--- src/rtl/stream_decoder.sv ---
// rtl/stream_decoder.sv - counts ones of a stochastic bitstream over a 2^LOG_LEN window (STREAM_DECODER_BIPOLAR_EN selects signed output)
module stream_decoder #(
    parameter int LOG_LEN = 8,
    parameter int OFFSET  = 0
) (
    input  logic               clk,
    input  logic               n_rst,
    input  logic               x,
    input  logic               start,
    input  logic               ready,
    output logic               busy,
    output logic               valid,
    output logic [LOG_LEN+1:0] value
);
    localparam int L = 1 << LOG_LEN;

    typedef enum logic [1:0] {IDLE, COUNT, HOLD} state_t;

    state_t             state;
    logic [LOG_LEN:0]   ones_cnt;
    logic [LOG_LEN-1:0] cyc_cnt;
    logic [LOG_LEN:0]   ones_next;
    logic [LOG_LEN+1:0] result;
    logic [31:0]        unused_offset;

    assign unused_offset = OFFSET;
    assign ones_next     = ones_cnt + {{LOG_LEN{1'b0}}, x};

`ifdef STREAM_DECODER_BIPOLAR_EN
    // 2*count - L; LOG_LEN+2 bits holds both +L and -L
    assign result = {ones_next, 1'b0} - (LOG_LEN+2)'(L);
`else
    assign result = {1'b0, ones_next};
`endif

    always_ff @(posedge clk or negedge n_rst) begin
        if (!n_rst) begin
            state    <= IDLE;
            busy     <= 1'b0;
            valid    <= 1'b0;
            value    <= '0;
            ones_cnt <= '0;
            cyc_cnt  <= '0;
        end else begin
            case (state)
                IDLE: begin
                    if (start) begin
                        state    <= COUNT;
                        busy     <= 1'b1;
                        ones_cnt <= '0;
                        cyc_cnt  <= '0;
                    end
                end
                COUNT: begin
                    ones_cnt <= ones_next;
                    cyc_cnt  <= cyc_cnt + LOG_LEN'(1);
                    // all-ones cycle count marks the L-th sample
                    if (&cyc_cnt) begin
                        state <= HOLD;
                        busy  <= 1'b0;
                        valid <= 1'b1;
                        value <= result;
                    end
                end
                HOLD: begin
                    if (ready) begin
                        valid <= 1'b0;
                        if (start) begin
                            state    <= COUNT;
                            busy     <= 1'b1;
                            ones_cnt <= '0;
                            cyc_cnt  <= '0;
                        end else begin
                            state <= IDLE;
                        end
                    end
                end
                default: state <= IDLE;
            endcase
        end
    end
endmodule

--- config.mk ---
export PLATFORM = sky130hd
export DESIGN_NAME = stream_decoder
export DESIGN_NICKNAME = d
export VERILOG_FILES = /design/src/rtl/stream_decoder.sv
export SDC_FILE = /design/constraint.sdc
export NUM_CORES = 1
export LEC_CHECK = 0
export ABC_AREA = 1
export CAP_MARGIN = 0
export CORE_MARGIN = 2
export CORE_UTILIZATION = 40
export CTS_BUF_LIST = sky130_fd_sc_hd__clkbuf_4
export DETAILED_ROUTE_END_ITERATION = 16
export PLACE_DENSITY = 0.68
export SLEW_MARGIN = 20
export SYNTH_ARGS = -nofsm -noshare
export SYNTH_HDL_FRONTEND = slang
export SYNTH_SLANG_ARGS = --single-unit
--- constraint.sdc ---
create_clock -name clk -period 3.15 [get_ports clk]
set_input_delay 0.4725 -clock clk [delete_from_list [all_inputs] [get_ports clk]]
set_output_delay 0.4725 -clock clk [all_outputs]
set_load 0.05 [all_outputs]
After elaboration in Yosys (flattened, before gate mapping)
Index checks and enable logic that the tools add are counted. Widths: inputs -> output; s select.

Add/subtract/negate cells: 2. Multiply operators: 0. Divide/modulo/power cells: 0. Magnitude comparators: 0. Eq/ne operators: 5. Shift-type cells: 0. Mux-type cells: 18. Bitwise operators: 0. Reductions and logical operators: 9.

Operators with widths (number): $pmux 9 s3 (1); $pmux 8 s3 (1); $mux 9 (2); $mux 8 (2); $add 9x1->9 (1); $reduce_and 3->1 (3); $reduce_and 9->1 (1); $add 8x1->8 const B (1); $reduce_and 8->1 (1); $mux 1 (6); $mux 2 (3); $ne 2x2->1 const B (3); $pmux 2 s3 (1); $pmux 1 s3 (1); $reduce_bool 3->1 (1); $eq 2x1->1 const B (1); $eq 2x2->1 const B (1); $logic_not 2->1 (1); $pmux 1 s2 (1); $reduce_and 2->1 (1); $reduce_bool 2->1 (1).

Flip-flop bits (word level): 30. Latch bits: 0. RAM bits: 0. Bits in read-only memories: 0. Bits of input ports: 5. Output and inout port bits: 12. Memories kept: 0.

Logic depth before layout (Yosys ltp)
Gate-level depths: netlist of the first run.

Word-level depth: 3. Depth in mapped cells: 8. Mapped depth without buffers: 8.

Least setup slack after synthesis of the first run
OpenSTA, ideal clock, no wires.

Kind: input to register. Start: input port x. End: register value[6]. Setup time: 0.118 ns. Arrival: 1.285 ns. Slack: 1.747 ns. Stages on the path: 7. Path buffers: 0. Cells stage by stage: ha_1 > ha_1 > nand3_1 > nor2_1 > xor2_1 > nand2_1 > nand2_1.

Longest elaborated chain between the ends: 1.

RTL lines: start: declaration (line 8) `input logic x,`; $add 9x1->9 (line 27) `assign ones_next = ones_cnt + {{LOG_LEN{1'b0}}, x};`; end signal: assignment (line 62) `value <= result;`; end: declaration (line 13) `output logic [LOG_LEN+1:0] value`.

No other way between the ends. A chain may end at the register's enable or synchronous reset.

Worst setup path after layout of the first run
Start: register busy. End: output port busy.

RTL lines: start: declaration (line 11) `output logic busy,`; start signal: assignment (line 39) `busy <= 1'b0;`; start signal: assignment (line 49) `busy <= 1'b1;`; start signal: assignment (line 60) `busy <= 1'b0;`.

No word-level cell between the ends.

==> results of run 1 <==
## state kept, by name (all words and copies together) (netlist names)
name and count:
busy 1, ones_cnt 9, state 2, value 9
cyc_cnt 8, valid 1
## stage by stage
step	cell area, µm²	std cells
final	1750	261
after global routing	1750	261
after CTS	1750	261
after detailed placement	1690	253
after global placement	1690	253
after floorplan	1510	193
## power breakdown
group          switching, mW  leakage (nW)  internal (mW)  total, mW
Sequential            0.0962         0.338          0.508      0.604
Combinational          0.344         0.531          0.187      0.531
Clock                  0.130        0.0331         0.0923      0.223
## how the worst max path moves through the flow
stage          cells past startpoint  from  slack (ns)           to
4_1_cts                            1  busy        1.16         busy
3_3_place_gp                       8     x        1.18  ones_cnt[6]
2_1_floorplan                      7     x        1.75     value[6]
6_report                           1  busy        1.18         busy
5_1_grt                            1  busy        1.11         busy
3_5_place_dp                       8     x        1.15  ones_cnt[6]
## metal layers
metal / vias up / wire length, µm
met5: - / 0
met4: 0 / 22
met3: 3 / 96
met2: 23 / 1230
met1: 552 / 1400
li1: 639 / -
## cells by family (layout without fill, tap and decap cells)
| kind of cell | after synthesis | in the layout | share of synthesized area |
|---|---|---|---|
| simple gates | 106 | 106 | 0.292 |
| flops | 30 | 30 | 0.497 |
| buf+inv | 30 | 50 | 0.0878 |
| compound gates | 19 | 19 | 0.0721 |
| xor+xnor | 4 | 4 | 0.0232 |
| fa+ha+maj | 3 | 3 | 0.0249 |
| other cells | 1 | 1 | 0.00248 |
## cells in the final DEF, fill, tap and decap left out, drive strengths merged
cell type / instances
buf: 1
clkbuf: 6
clkdlybuf4s50: 15
clkinv: 2
conb: 1
dfrtp: 30
ha: 3
inv: 26
nand2: 78
nand3: 16
nand3b: 1
nand4: 2
nor2: 9
o21ai: 18
o21bai: 1
xnor2: 1
xor2: 3
## final cells by class
type | count | share of cell area
Clock buffer | 6 | 0.0258
Clock inverter | 2 | 0.00501
Inverter | 26 | 0.0559
Multi-Input combinational cell | 133 | 0.359
Sequential cell | 30 | 0.430
Tap cell | 48 | 0.0344
Timing Repair Buffer | 16 | 0.0903
==> summary.txt, run 1 <==
Placement
  – GP Congestion: roughly 0.8
  – DP HPWL: 1.95 mm
  – Place WS: between 1 and 1.5 ns
  – # port buffers: 15

STA
  – Final Slew Violations: 0
  – Period minus WS final: roughly 2 ns
  – Final hold violations: 0
  – Fmax: slightly above 500 MHz
  – Final worst-path cycle share: 0.626
  – Hold Slack: around 0.49 ns
  – Setup violators final: 0
  – RSZ-0062 raised after global routing: false
  – Rel. slew slack: 0.666
  – Setup TNS: 0 ns
  – Setup WS post-layout: roughly 1.2 ns
  – Slew at the pin closest to its max-slew limit: about 0.50 ns
  – Clock skew: 0.00145 ns

Route
  – WL/cell: 10.5 µm
  – DR vias: 1217
  – Drt via density: ~4.7
  – Drt pass-1 iters: 4
  – Antenna Nets Post-Route: 0
  – Iter 0 DRT Violations: 50
  – Drt total wl: ~2.7 mm
  – DR DRC count: 0

Synth
  – Synth area leaders: dfrtp_1 (50%), nand2_1 (19%), inv_1 (6.0%)
  – EDFF count, synth: 0
  – Most numerous cell in the Yosys netlist: nand2_1
  – Synth Register Bits: 30
  – Post-synth net total: 201
  – Netlist cell types: 22
  – Syn Area/Cell: 7.82 µm²
  – Most common flop cell mapped by yosys: dfrtp_1
  – Gate Count Post-Synth: 193
  – Post-synth top area cell: dfrtp_1
  – Yosys warnings: 0
  – Ys async rst share: 1.00
  – Share of the synthesized area in the top cell type: 0.497
  – Synth top cells by count: nand2_1 (77), dfrtp_1 (30), inv_1 (24)
  – Syn Std Cell Area: 0.00151 mm²
  – Post-synthesis sequential area ratio: 0.497

GRT
  – Tot GR Track Use: 0.147
  – Met2 usage: 0.231
  – Met3 global-route usage: 0.0462
  – Grt ovf: 0
  – GRT met1 Usage: 0.191
  – Largest net degree at the start of global routing: 31
  – First-pass GRT wire length: between 4 and 5 mm
  – GR peak layer: met2
  – Vias in the first global route: ~1100
  – Antenna violations before repair: 0

Setup path
  – Critical Path Max Stage Delay: roughly 0.81 ns
  – Top delay family on crit path: buffers and inverters
  – Crit path capture type: output pin
  – Critical Path AT: 1.50 ns
  – Worst-path maximum fanout: 3
  – Crit path buffers/inverters: 1
  – CP Launch Type: flop
  – Worst-path cell chain: clkdlybuf4s50_1
  – Reg2Reg Setup Slack: 1.44 ns
  – FF-to-FF Start: state[1]
  – Reg-to-Reg End: value[5]
  – Slowest-stage cell, CP: clkdlybuf4s50_1
  – R2r worst-path depth: 5
  – Worst endpoint required time: between 2 and 3 ns
  – Crit path kind: flop to output pin

Finish
  – Synthesis-to-layout area growth: 15.7%
  – Final #Nets: 220
  – Layout cells sized above 1: 0.0751
  – FF+latch area: around 750 µm²
  – Util after Layout: 0.481
  – Area of the multi-input gates: ~630 µm²
  – Number of diodes: 0
  – Filler cells: 361

Status
  – Outcome: completed

Floorplan
  – Number of placement rows: 22
  – Core area: roughly 0.0036 mm²
  – Die ar.: 0.00428 mm²
  – Die X: 65.4 µm
  – I/O pins: 17
  – Initial Util: 0.416
  – Die H: 65.4 µm

CTS
  – Clk_lat worst skew: 0.32 ns
  – TritonCTS Buffers: 5
  – Post-CTS setup buffers: 0
  – Hold Buf Count CTS: 0
  – H-tree depth: 2
  – Root Driver: clkbuf_4
  – CTS tree: yes
  – Cts repair resizes: 0
  – Clk buf depth: 2
  – Clock sinks: 30
  – CTS clk-pin slew, worst paths: roughly 0.090 ns

Hold path
  – Hold depth: 2
  – WHS Endpoint: value[2]
  – Hold Crit Start: value[2]
  – Hold WC Path Type: flop to flop

Pwr
  – Max IR drop VDD: ~0.25 mV
  – Leak pwr: 0.902 nW
  – Final Total Pwr: around 1.4 mW
  – Power Density: about 800 mW/mm²

Flow run
  – # Max-Cap Violations: 0
Note: power is estimated with default switching activity, not from simulation.
==> inputs of run 2 (changes only) <==
PLACE_DENSITY = 0.7   (was 0.68)
clock period = 1.7 ns   (was 3.15 ns; I/O delays follow)
==> run 2 against run 1 <==
Compared with the run above:
- global-route usage up 1.0 points
- largest power group unchanged
- routed wire length grew 3.1%
- largest cell class unchanged
- critical path type is now flop to flop
- die area unchanged
- highest routed layer unchanged
- first-iteration DRC count is 34% higher
- cell count is 3.1% higher
- critical path depth increased by 6
==> summary.txt, run 2 (same netlist as run 1, synthesis figures left out) <==
Status
  – Outcome: completed

CTS
  – Clk_lat worst skew: 0.33 ns (about the same)
  – Hold Buf Count CTS: 0 (unchanged)
  – Cts repair resizes: 0 (unchanged)
  – H-tree depth: 2 (unchanged)
  – CTS tree: yes
  – Root Driver: clkbuf_4
  – TritonCTS Buffers: 5 (unchanged)
  – CTS clk-pin slew, worst paths: 0.10 ns (about the same)
  – Clk buf depth: 2 (unchanged)
  – Post-CTS setup buffers: 0 (unchanged)
  – Clock sinks: 30 (unchanged)

Finish
  – Util after Layout: 0.493 (+0.0124)
  – Final #Nets: 228 (+3.6%)
  – Filler cells: 367 (+1.7%)
  – FF+latch area: 751 µm² (unchanged)
  – Commonest non-fill, non-tap cell in the layout: nand2_1
  – Commonest cells after routing, fill and taps aside: nand2_1 (77), dfrtp_1 (30), inv_1 (24), buf_4 (19), nand3_1 (15)
  – Largest registers: ones_cnt x9, value x9, cyc_cnt x8
  – Area of the multi-input gates: 627 µm² (unchanged)
  – Layout cells sized above 1: 0.158 (+0.0833)
  – Number of diodes: 0 (unchanged)
  – Final Non-Filler Cells: 269 (+3.1%)
  – Post-route cell area: 0.00179 mm² (+2.6%)
  – Synthesis-to-layout area growth: 18.6%

Hold path
  – Hold WC Path Type: primary input to async pin

STA
  – RSZ-0062 raised after global routing: false
  – Clock skew: 0.0128 ns (+0.0113 ns)
  – Final Slew Violations: 0 (unchanged)
  – Setup violators final: 0 (unchanged)
  – Final hold violations: 0 (unchanged)
  – Fmax: between 600 and 700 MHz
  – Hold Slack: 0.306 ns (-0.184 ns)
  – Setup WS post-layout: 0.199 ns (-0.979 ns)
  – Period minus WS final: between 1.5 and 2 ns
  – Setup TNS: 0 ns (unchanged)
  – Final worst-path cycle share: 0.883

Route
  – Iter 0 DRT Violations: 67 (+34%)
  – DR DRC count: 0 (unchanged)
  – DR vias: 1242 (+2.1%)
  – Drt total wl: 2.83 mm (+3.1%)
  – Antenna Nets Post-Route: 0 (unchanged)
  – WL/cell: 10.5 µm (about the same)
  – Drt pass-1 iters: 4 (unchanged)
  – Drt via density: 4.62 (-0.98%)

Placement
  – Dpl cell area: 0.00174 mm² (+2.7%)
  – DP HPWL: 2.06 mm (+5.5%)
  – # port buffers: 15 (unchanged)
  – Place WS: -0.0843 ns (-1.23 ns)
  – GP Congestion: 0.817 (+2.4%)
  – Placed Cells: 261 (+3.2%)

Flow run
  – # Max-Cap Violations: 0 (unchanged)

Setup path
  – Crit path capture type: flop
  – Reg-to-Reg End: value[0]
  – Crit path kind: flop to flop
  – Reg2Reg Setup Slack: 0.20 ns (-1.24 ns)
  – CP Launch Type: flop
  – Worst endpoint required time: 1.92 ns (-0.76 ns)
  – Critical Path AT: 1.72 ns (+0.22 ns)
  – FF-to-FF Start: cyc_cnt[1]
  – R2r worst-path depth: 7 (+2)
  – Worst-path maximum fanout: 8 (+5)

Floorplan
  – Die X: 65.4 µm (unchanged)
  – I/O pins: 17 (unchanged)
  – Die ar.: 0.00428 mm² (unchanged)
  – Initial Util: 0.416 (unchanged)
  – Die H: 65.4 µm (unchanged)
  – Core area: 0.00363 mm² (unchanged)
  – Number of placement rows: 22 (unchanged)

GRT
  – First-pass GRT wire length: 5.18 mm (+8.1%)
  – Vias in the first global route: 1250 (+15%)
  – Largest net degree at the start of global routing: 31 (unchanged)
  – Antenna violations before repair: 0 (unchanged)
  – Grt ovf: 0 (unchanged)
  – Tot GR Track Use: 0.157 (+0.0100)

Pwr
  – Max IR drop VDD: 0.463 mV (+83%)
  – Power Density: 1420 mW/mm² (+83%)
  – Leak pwr: 0.947 nW (+5.0%)
  – Final Total Pwr: 2.55 mW (+88%)
run 2: how the worst max path moves through the flow:
stage | depth (start not counted) | start | slack [ns] | endpoint
floorplan | 7 | cyc_cnt[0] | 0.40 | value[3]
global placement | 8 | x | -0.03 | value[6]
detailed placement | 8 | x | -0.08 | ones_cnt[6]
CTS | 7 | cyc_cnt[1] | 0.19 | value[0]
global route | 7 | cyc_cnt[1] | 0.02 | value[8]
finish | 7 | cyc_cnt[1] | 0.20 | value[0]
run 2: final cells by class:
cell class,instances,area share
Clock inverter,2,0.00489
Tap cell,48,0.0335
Inverter,26,0.0545
Multi-Input combinational cell,133,0.350
Clock buffer,6,0.0251
Timing Repair Buffer,24,0.113
Sequential cell,30,0.419
run 2: power by group:
group	internal [mW]	switching, mW	total, mW
Clock	0.171	0.242	0.413
Sequential	0.940	0.177	1.12
Combinational	0.360	0.657	1.02
run 2: worst max-delay path: stages, from the launching register on:
cell and delay (ns):
dfrtp_1 0.39, ha_1 0.21, nand2_1 0.09, nor2_1 0.19
nand3_2 0.21, buf_12 0.20, nand2_1 0.04, o21ai_0 0.07
run 2: metal layers:
metal | up-vias | global-route usage | part of all wire
met5 | - | 0 | 0
met4 | 0 | 0.0938 | 0.019
met3 | 5 | 0.0257 | 0.024
met2 | 17 | 0.247 | 0.47
met1 | 569 | 0.204 | 0.49
li1 | 651 | - | -
==> inputs of run 3 (changes only) <==
SLEW_MARGIN = 10   (was 20)
==> results of run 3 <==
No change in the layout: final DEF, timing and power equal those of run 2.
